File: config.mk
export PLATFORM = sky130hd
export DESIGN_NAME = sitcpxg_tx_stream_arbiter
export DESIGN_NICKNAME = d
export VERILOG_FILES = /design/src/rtl/sitcpxg_tx_stream_arbiter.sv
export SDC_FILE = /design/constraint.sdc
export NUM_CORES = 1
export LEC_CHECK = 0
export ABC_AREA = 1
export BUFFER_PORTS_ARGS = -buffer_cell sky130_fd_sc_hd__buf_2
export CAP_MARGIN = 10
export CORE_MARGIN = 10
export CORE_UTILIZATION = 40
export CTS_CLUSTER_DIAMETER = 30
export DETAILED_ROUTE_END_ITERATION = 10
export GPL_TIMING_DRIVEN = 0
export PLACE_DENSITY = 0.74
export SLEW_MARGIN = 10
export SYNTH_ARGS = -nofsm -noshare
export SYNTH_HDL_FRONTEND = slang
export SYNTH_SLANG_ARGS = --single-unit
export TNS_END_PERCENT = 10
File: constraint.sdc
create_clock -name XGMII_CLOCK -period 3.9 [get_ports XGMII_CLOCK]
set_clock_uncertainty 0.2 [all_clocks]
set_input_delay 0.39 -clock XGMII_CLOCK [delete_from_list [all_inputs] [get_ports XGMII_CLOCK]]
set_output_delay 0.39 -clock XGMII_CLOCK [all_outputs]
set_load 0.02 [all_outputs]
File: src/rtl/sitcpxg_tx_stream_arbiter.sv
// Round-robin arbiter sharing the SiTCPXG TCP transmit port between NUM_CH streams.
// Define SITCPXG_TXARB_HDR_EN to emit a per-grant header word (channel id + sequence).
module sitcpxg_tx_stream_arbiter #(
  parameter int NUM_CH    = 4,
  parameter int MAX_BURST = 256
) (
  input  logic                  XGMII_CLOCK,
  input  logic                  RSTn,
  input  logic                  USER_SESSION_ESTABLISHED,
  input  logic                  USER_TX_AFULL,
  output logic [63:0]           USER_TX_D,
  output logic [3:0]            USER_TX_B,
  input  logic [NUM_CH-1:0]     CH_VALID,
  input  logic [64*NUM_CH-1:0]  CH_D,
  input  logic [4*NUM_CH-1:0]   CH_B,
  input  logic [NUM_CH-1:0]     CH_LAST,
  output logic [NUM_CH-1:0]     CH_READY,
  output logic [2:0]            GRANT_ID,
  output logic                  BUSY
);

  localparam int CW = $clog2(MAX_BURST + 1);

`ifdef SITCPXG_TXARB_HDR_EN
  typedef enum logic [1:0] {IDLE = 2'd0, HDR = 2'd1, XFER = 2'd2} state_t;
  logic [15:0] seq [8];
`else
  typedef enum logic [1:0] {IDLE = 2'd0, XFER = 2'd2} state_t;
`endif

  state_t          state;
  logic [2:0]      rr_ptr;
  logic [CW-1:0]   cnt;
  logic            afull_q;
  logic            est_q;

  // Channel buses widened to the 8-channel maximum so a 3-bit grant indexes them exactly.
  logic [7:0]      valid_x;
  logic [7:0]      last_x;
  logic [511:0]    d_x;
  logic [31:0]     b_x;
  logic [7:0]      ready_x;

  assign valid_x = 8'(CH_VALID);
  assign last_x  = 8'(CH_LAST);
  assign d_x     = 512'(CH_D);
  assign b_x     = 32'(CH_B);
  assign ready_x = 8'b1 << GRANT_ID;

  function automatic logic [2:0] next_ch(input logic [2:0] v);
    return (v == 3'(NUM_CH - 1)) ? 3'd0 : v + 3'd1;
  endfunction

  logic            go;
  logic            accept;
  logic            burst_end;
  logic [63:0]     g_d;
  logic [3:0]      g_raw;
  logic [3:0]      g_b;
  logic [CW-1:0]   cnt_inc;

  assign go        = est_q & ~afull_q;
  assign accept    = (state == XFER) & go & valid_x[GRANT_ID];
  assign g_d       = d_x[{GRANT_ID, 6'b0} +: 64];
  assign g_raw     = b_x[{GRANT_ID, 2'b0} +: 4];
  assign g_b       = (g_raw == 4'd0 || g_raw > 4'd8) ? 4'd8 : g_raw;
  assign cnt_inc   = cnt + CW'(1);
  assign burst_end = last_x[GRANT_ID] | (cnt_inc == CW'(MAX_BURST));

  assign CH_READY  = (state == XFER && go) ? ready_x[NUM_CH-1:0] : '0;
  assign BUSY      = (state != IDLE);

  logic            pick_found;
  logic [2:0]      pick_id;
  logic [2:0]      cand;

  // NOTE: every variable driven here gets a default before any branch, so no latch is inferred.
  always_comb begin
    pick_found = 1'b0;
    pick_id    = rr_ptr;
    cand       = rr_ptr;
    for (int i = 0; i < NUM_CH; i++) begin
      if (!pick_found && valid_x[cand]) begin
        pick_found = 1'b1;
        pick_id    = cand;
      end
      cand = next_ch(cand);
    end
  end

  // NOTE: sequential state uses non-blocking assignments so all registers update from pre-edge values.
  always_ff @(posedge XGMII_CLOCK or negedge RSTn) begin
    if (!RSTn) begin
      state     <= IDLE;
      rr_ptr    <= '0;
      cnt       <= '0;
      GRANT_ID  <= '0;
      USER_TX_D <= '0;
      USER_TX_B <= '0;
      afull_q   <= 1'b0;
      est_q     <= 1'b0;
`ifdef SITCPXG_TXARB_HDR_EN
      // NOTE: the sequence counters are architectural state, so this small array is reset explicitly.
      for (int i = 0; i < 8; i++) seq[i] <= '0;
`endif
    end else begin
      afull_q   <= USER_TX_AFULL;
      est_q     <= USER_SESSION_ESTABLISHED;
      USER_TX_B <= 4'd0;
      case (state)
        IDLE: begin
          if (go && pick_found) begin
            GRANT_ID <= pick_id;
            cnt      <= '0;
`ifdef SITCPXG_TXARB_HDR_EN
            state    <= HDR;
`else
            state    <= XFER;
`endif
          end
        end
`ifdef SITCPXG_TXARB_HDR_EN
        HDR: begin
          if (go) begin
            USER_TX_D     <= {8'hA5, 5'b0, GRANT_ID, seq[GRANT_ID], 32'h0};
            USER_TX_B     <= 4'd8;
            seq[GRANT_ID] <= seq[GRANT_ID] + 16'd1;
            state         <= XFER;
          end
        end
`endif
        XFER: begin
          // Session loss abandons the partial burst; the channel competes again later.
          if (!est_q) begin
            state  <= IDLE;
            rr_ptr <= next_ch(GRANT_ID);
          end else if (accept) begin
            USER_TX_D <= g_d;
            USER_TX_B <= g_b;
            cnt       <= cnt_inc;
            if (burst_end) begin
              state  <= IDLE;
              rr_ptr <= next_ch(GRANT_ID);
            end
          end
        end
        default: state <= IDLE;
      endcase
    end
  end

endmodule
# Word level (Yosys, flattened, before mapping)
# Cells that the tools add are included.
# word_totals
output_inout_bits	76
inputBits	284
elab_cells	98
regBits	87
# op_classes
eq_ne	13
reduce_logical	18
bitwise	5
n_shift	3
order_cmp	6
add_sub_neg	5
mux	40
# op_table
operator	n
512-bit by 10-bit indexed part select with 64-bit output	1
32-bit by 6-bit indexed part select with 4-bit output	1
3-bit 2-to-1 mux	10
9-bit 2-to-1 mux	3
3-bit by 4-bit < comparator with 1-bit output (second input constant)	5
4-bit 2-to-1 mux	5
1-bit binary-select mux with 3-bit select	6
9-bit one-hot mux with 2 select lines	1
3-bit by 1-bit adder with 3-bit output (second input constant)	4
3-bit by 2-bit equality test with 1-bit output (second input constant)	4
1-bit 2-to-1 mux	10
9-bit by 1-bit adder with 9-bit output (second input constant)	1
9-bit equality test (second input constant)	1
3-bit AND reduction	3
2-bit 2-to-1 mux	4
2-bit inequality test (second input constant)	3
3-bit inequality test (second input constant)	2
1-bit logical AND	5
4-bit > comparator (second input constant)	1
4-bit zero test	1
2-bit by 1-bit inequality test with 1-bit output (second input constant)	2
2-bit one-hot mux with 2 select lines	1
4-bit AND reduction	1
2-bit nonzero test	2
9 further kinds	13

# Depth between registers and ports, before layout
# logic_depth
ltp_word	15
ltp_mapped	14
depth_no_buf	14

# Worst setup path before layout
# OpenSTA, ideal clock, no wires.
# synth_path
kind	reg2out
from	register GRANT_ID[0]
to	output CH_READY[0]
n_path_buf	4
t_arrival_ps	1669
slack_ps	1641
path_stages_with_launch	9
required_time_ps	3310
path_cell_list	dfrtp_1 > buf_4 > inv_2 > buf_4 > buf_2 > buf_2 > ha_1 > inv_1 > nor2_1
# synth_via
elab_chain_len	2
# synth_rtl
item	line	text
start, declared	18	output logic [2:0] GRANT_ID,
start signal, assigned	113	GRANT_ID <= pick_id;
1-bit by 3-bit left shift with 4-bit output	48	assign ready_x = 8'b1 << GRANT_ID;
4-bit 2-to-1 mux	70	assign CH_READY = (state == XFER && go) ? ready_x[NUM_CH-1:0] : '0;
end, declared	17	output logic [NUM_CH-1:0] CH_READY,
# No other way between the ends.

# Worst setup path after layout
# layout_path
from	register GRANT_ID[0]
to	output CH_READY[2]
# The elaborated chain is that of the path after synthesis.

==> out/qor.yml <==
worst_setup_path:
  slowest_delay_ns: 0.41
  ff2ff_setup_slack_ns: 1.38
  r2r-end: "GRANT_ID[0]$_DFFE_PN0P_"
  cp_top_family: "buffers and inverters"
  crit_top_cell: "buf_2"
  regToRegStartpoint: "rr_ptr[0]$_DFFE_PN0P_"
  path_class: "register to primary output"
  critPathBufInv: 7
  start_kind: "register"
  crit_path_cell_trace: "buf_4 > inv_2 > buf_4 > buf_2 > buf_2 > ha_1 > inv_1 > nor2_1 > buf_2"
  rr_worst_depth: 14
  crit_arrival_ns: 2.36
  slowest_stage: "dfrtp_1"
  cp.required_ns: 3.31
  end_kind: "primary output"
  cp_max_fo: 11
place:
  place_area_um2: 7929
  place_hpwl_mm: 23.17
  gp_congestion: 0.9780
  portBuffers: 359
  place_ws_ns: 1.331
floorplanning:
  fp-row-count: 44
  dieArea_um2: 19930
  die_h_um: 141.2
  core_um2: 14480
  die_w_um: 141.2
  io_pins: 360
  start_util_pct: 40.55
cts:
  cts.path.max_buffers: 2
  cts.sinks: 86
  tritoncts: "yes"
  clkLatencyLatePin_ns: 0.34
  numCtsBuffers: 9
  cts.clk_slew.worst_paths_ns: 0.07
  htreeDepth: 3
  cts-root-buf: "clkbuf_16"
yosys:
  synthXorXnorAreaFrac_pct: 0.7458
  synth_simple_gate_area_share_pct: 31.66
  synthAdderAreaFrac_pct: 1.918
  syn-cell-area_um2: 5872
  synthMuxAreaShare_pct: 0
  syn_area_per_cell_um2: 6.590
  synth_nets: 1184
  synth_top_family_by_area: "simple AND/OR/NAND/NOR gates"
  yosys_warnings: 0
  yosysSeqAreaShare_pct: 36.65
  ys_types: 35
  synth-compound-area-share_pct: 21.54
  synthCells: 891
  ys_ff_latch: 86
run:
  max-cap-violations: 0
sta:
  hold_viol: 0
  rsz0062_at_grt: "false"
  worst_slack_ns: 0.9508
  fmax_ghz: 0.3391
  setup_violations: 0
  finalMaxSlewViolations: 0
  tightestPinTransition_ns: 0.6365
  setup_tns_ns: 0
  slew_headroom_pct: 57.57
  period_minus_slack_ns: 2.949
  finalCritPeriodShare_pct: 75.62
power_and_ir_drop:
  vdd_drop_max_v: 0.0003426
  power_w: 0.006046
  switching_share_pct: 50.24
  pwr-share-clk_pct: 15.3
  p_comb_share_pct: 59.9
  p_per_area_nw_per_um2: 729.5
  p_switching_w: 0.003038
  p_leak_nw: 4.271
  internal_power_w: 0.003008
  p_seq_share_pct: 24.8
worst_hold_path:
  hold_path_class: "input pin to register"
  min_from: "CH_D[115]"
  min_path_cells: 3
  hold_end: "USER_TX_D[51]$_DFFE_PN0P_"
routing:
  wire_per_inst_um: 19.61
  drc: 0
  viasPerCell: 5.139
  wirelength_mm: 28.63
  dr.pass1.iters: 5
  drt_iter0_markers: 575
  ant_nets: 0
  vias: 7503
grt:
  antenna_found_initial: 6
  grt_usage_pct: 27.05
  grt_pass1_vias: 7294
  grt_pass1_wl_mm: 42.32
  overflow: 0
  grt_max_degree: 49
cells_and_area:
  drive_gt1_share_pct: 34.41
  design_area_um2: 8287
  final_util_pct: 57.23
  nets: 1558
  fillers: 1472
  syn_to_final_growth_pct: 41.13
outcome:
  status: "complete, no violations"
-- cell families (layout without fill, tap and decap cells) --
group | count (synthesis) | count (layout)
and+or+nand+nor | 462 | 462
AOI/OAI and AO/OA | 228 | 228
buffers and inverters | 101 | 480
DFF | 86 | 86
adders and majority gates | 9 | 9
xor gates and xnor gates | 5 | 5
other | 0 | 6
-- registers in the layout (all words and copies together), names as in the netlist --
signal     cells
GRANT_ID       3
USER_TX_B      4
USER_TX_D     64
afull_q        1
cnt            9
est_q          1
rr_ptr         3
state          1
-- worst max-delay path by stage --
stage                              to  cells past startpoint                    start  slack (ns)
final                     CH_READY[2]                      9  GRANT_ID[0]$_DFFE_PN0P_        0.95
after global routing      CH_READY[2]                      9  GRANT_ID[0]$_DFFE_PN0P_        0.79
after CTS                 CH_READY[2]                      9  GRANT_ID[0]$_DFFE_PN0P_        0.94
after detailed placement  CH_READY[2]                      9  GRANT_ID[0]$_DFFE_PN0P_        1.33
after global placement    CH_READY[0]                      9  GRANT_ID[0]$_DFFE_PN0P_        1.31
after floorplan           CH_READY[0]                      8  GRANT_ID[0]$_DFFE_PN0P_        1.64
-- cells in the mapped netlist, drive strengths merged --
cell    instances  area (µm²)
o22a            2       17.52
dfrtp          86        2152
clkbuf         18       67.56
a21boi          1       7.510
nand3          30       155.1
inv            40       150.1
nand2          71       309.0
nor2          349        1315
o21bai          1       11.26
a21oi          11       58.81
o21ai         146       749.5
nor3            4       30.03
and2            1       6.260
o31ai           1       7.510
o22ai           2       12.51
or2             3       18.78
xor2            5       43.79
nand4           4       25.02
ha              9       112.6
buf            43       221.5
a31oi          64       400.4
-- tightest hold or removal path, delay by kind of cell --
family                 cells  cell delay (ns)
buffers and inverters      1             0.07
AO/OA/AOI/OAI              2             0.21
-- power groups by stage --
stage	Clock (W)	Sequential, W	Combinational [W]
after CTS	0.000940	0.00149	0.00361
final	0.000926	0.00150	0.00362
after floorplan	0	0.00193	0.00189
after global placement	0	0.00148	0.00358
after detailed placement	0	0.00150	0.00360
after global routing	0.000977	0.00154	0.00400
-- layer usage --
layer | wire length [µm] | GRT usage [%] | up-vias
met2 | 13870 | 44.13 | 367
met4 | 658 | 10.65 | 2
met3 | 2441 | 6.550 | 37
li1 | - | - | 3685
met5 | 13 | 0 | -
met1 | 11650 | 33.54 | 3412
-- cells in the final DEF, fill, tap and decap left out, types with 8 or more instances in the layout --
cell	instances
nand3_1	29
buf_2	388
nor2_1	347
o21ai_0	140
dfrtp_1	86
a21oi_1	10
inv_1	34
buf_1	8
clkbuf_16	9
clkbuf_1	20
ha_1	9
nand2_1	62
a31oi_1	64
-- stage by stage --
step / std cells / hold WS, ns
6_report: 1460 / 0.1654
4_1_cts: 1454 / 0.1542
5_1_grt: 1458 / 0.1720
2_1_floorplan: 891 / -0.1056
3_3_place_gp: 1434 / 0.2822
3_5_place_dp: 1435 / 0.2183
-- final cells by class --
| type | count | area [µm²] | share of cell area [%] |
|---|---|---|---|
| Inverter | 40 | 150.1 | 1.812 |
| Buffer | 61 | 289.0 | 3.488 |
| Sequential cell | 86 | 2152 | 25.97 |
| Clock inverter | 2 | 38.79 | 0.4681 |
| Tap cell | 184 | 230.2 | 2.778 |
| Clock buffer | 14 | 274.0 | 3.307 |
| Multi-Input combinational cell | 704 | 3281 | 39.59 |
| Timing Repair Buffer | 363 | 1857 | 22.41 |
| Antenna cell | 6 | 15.01 | 0.1812 |
-- what timing repair did --
action / CTS / global route
setup buffers: 0 / 0
hold endpoints to repair: 40 / 0
resized for setup: 0 / 0
hold buffers: 3 / 0
Power figures use the tool's default switching activity.
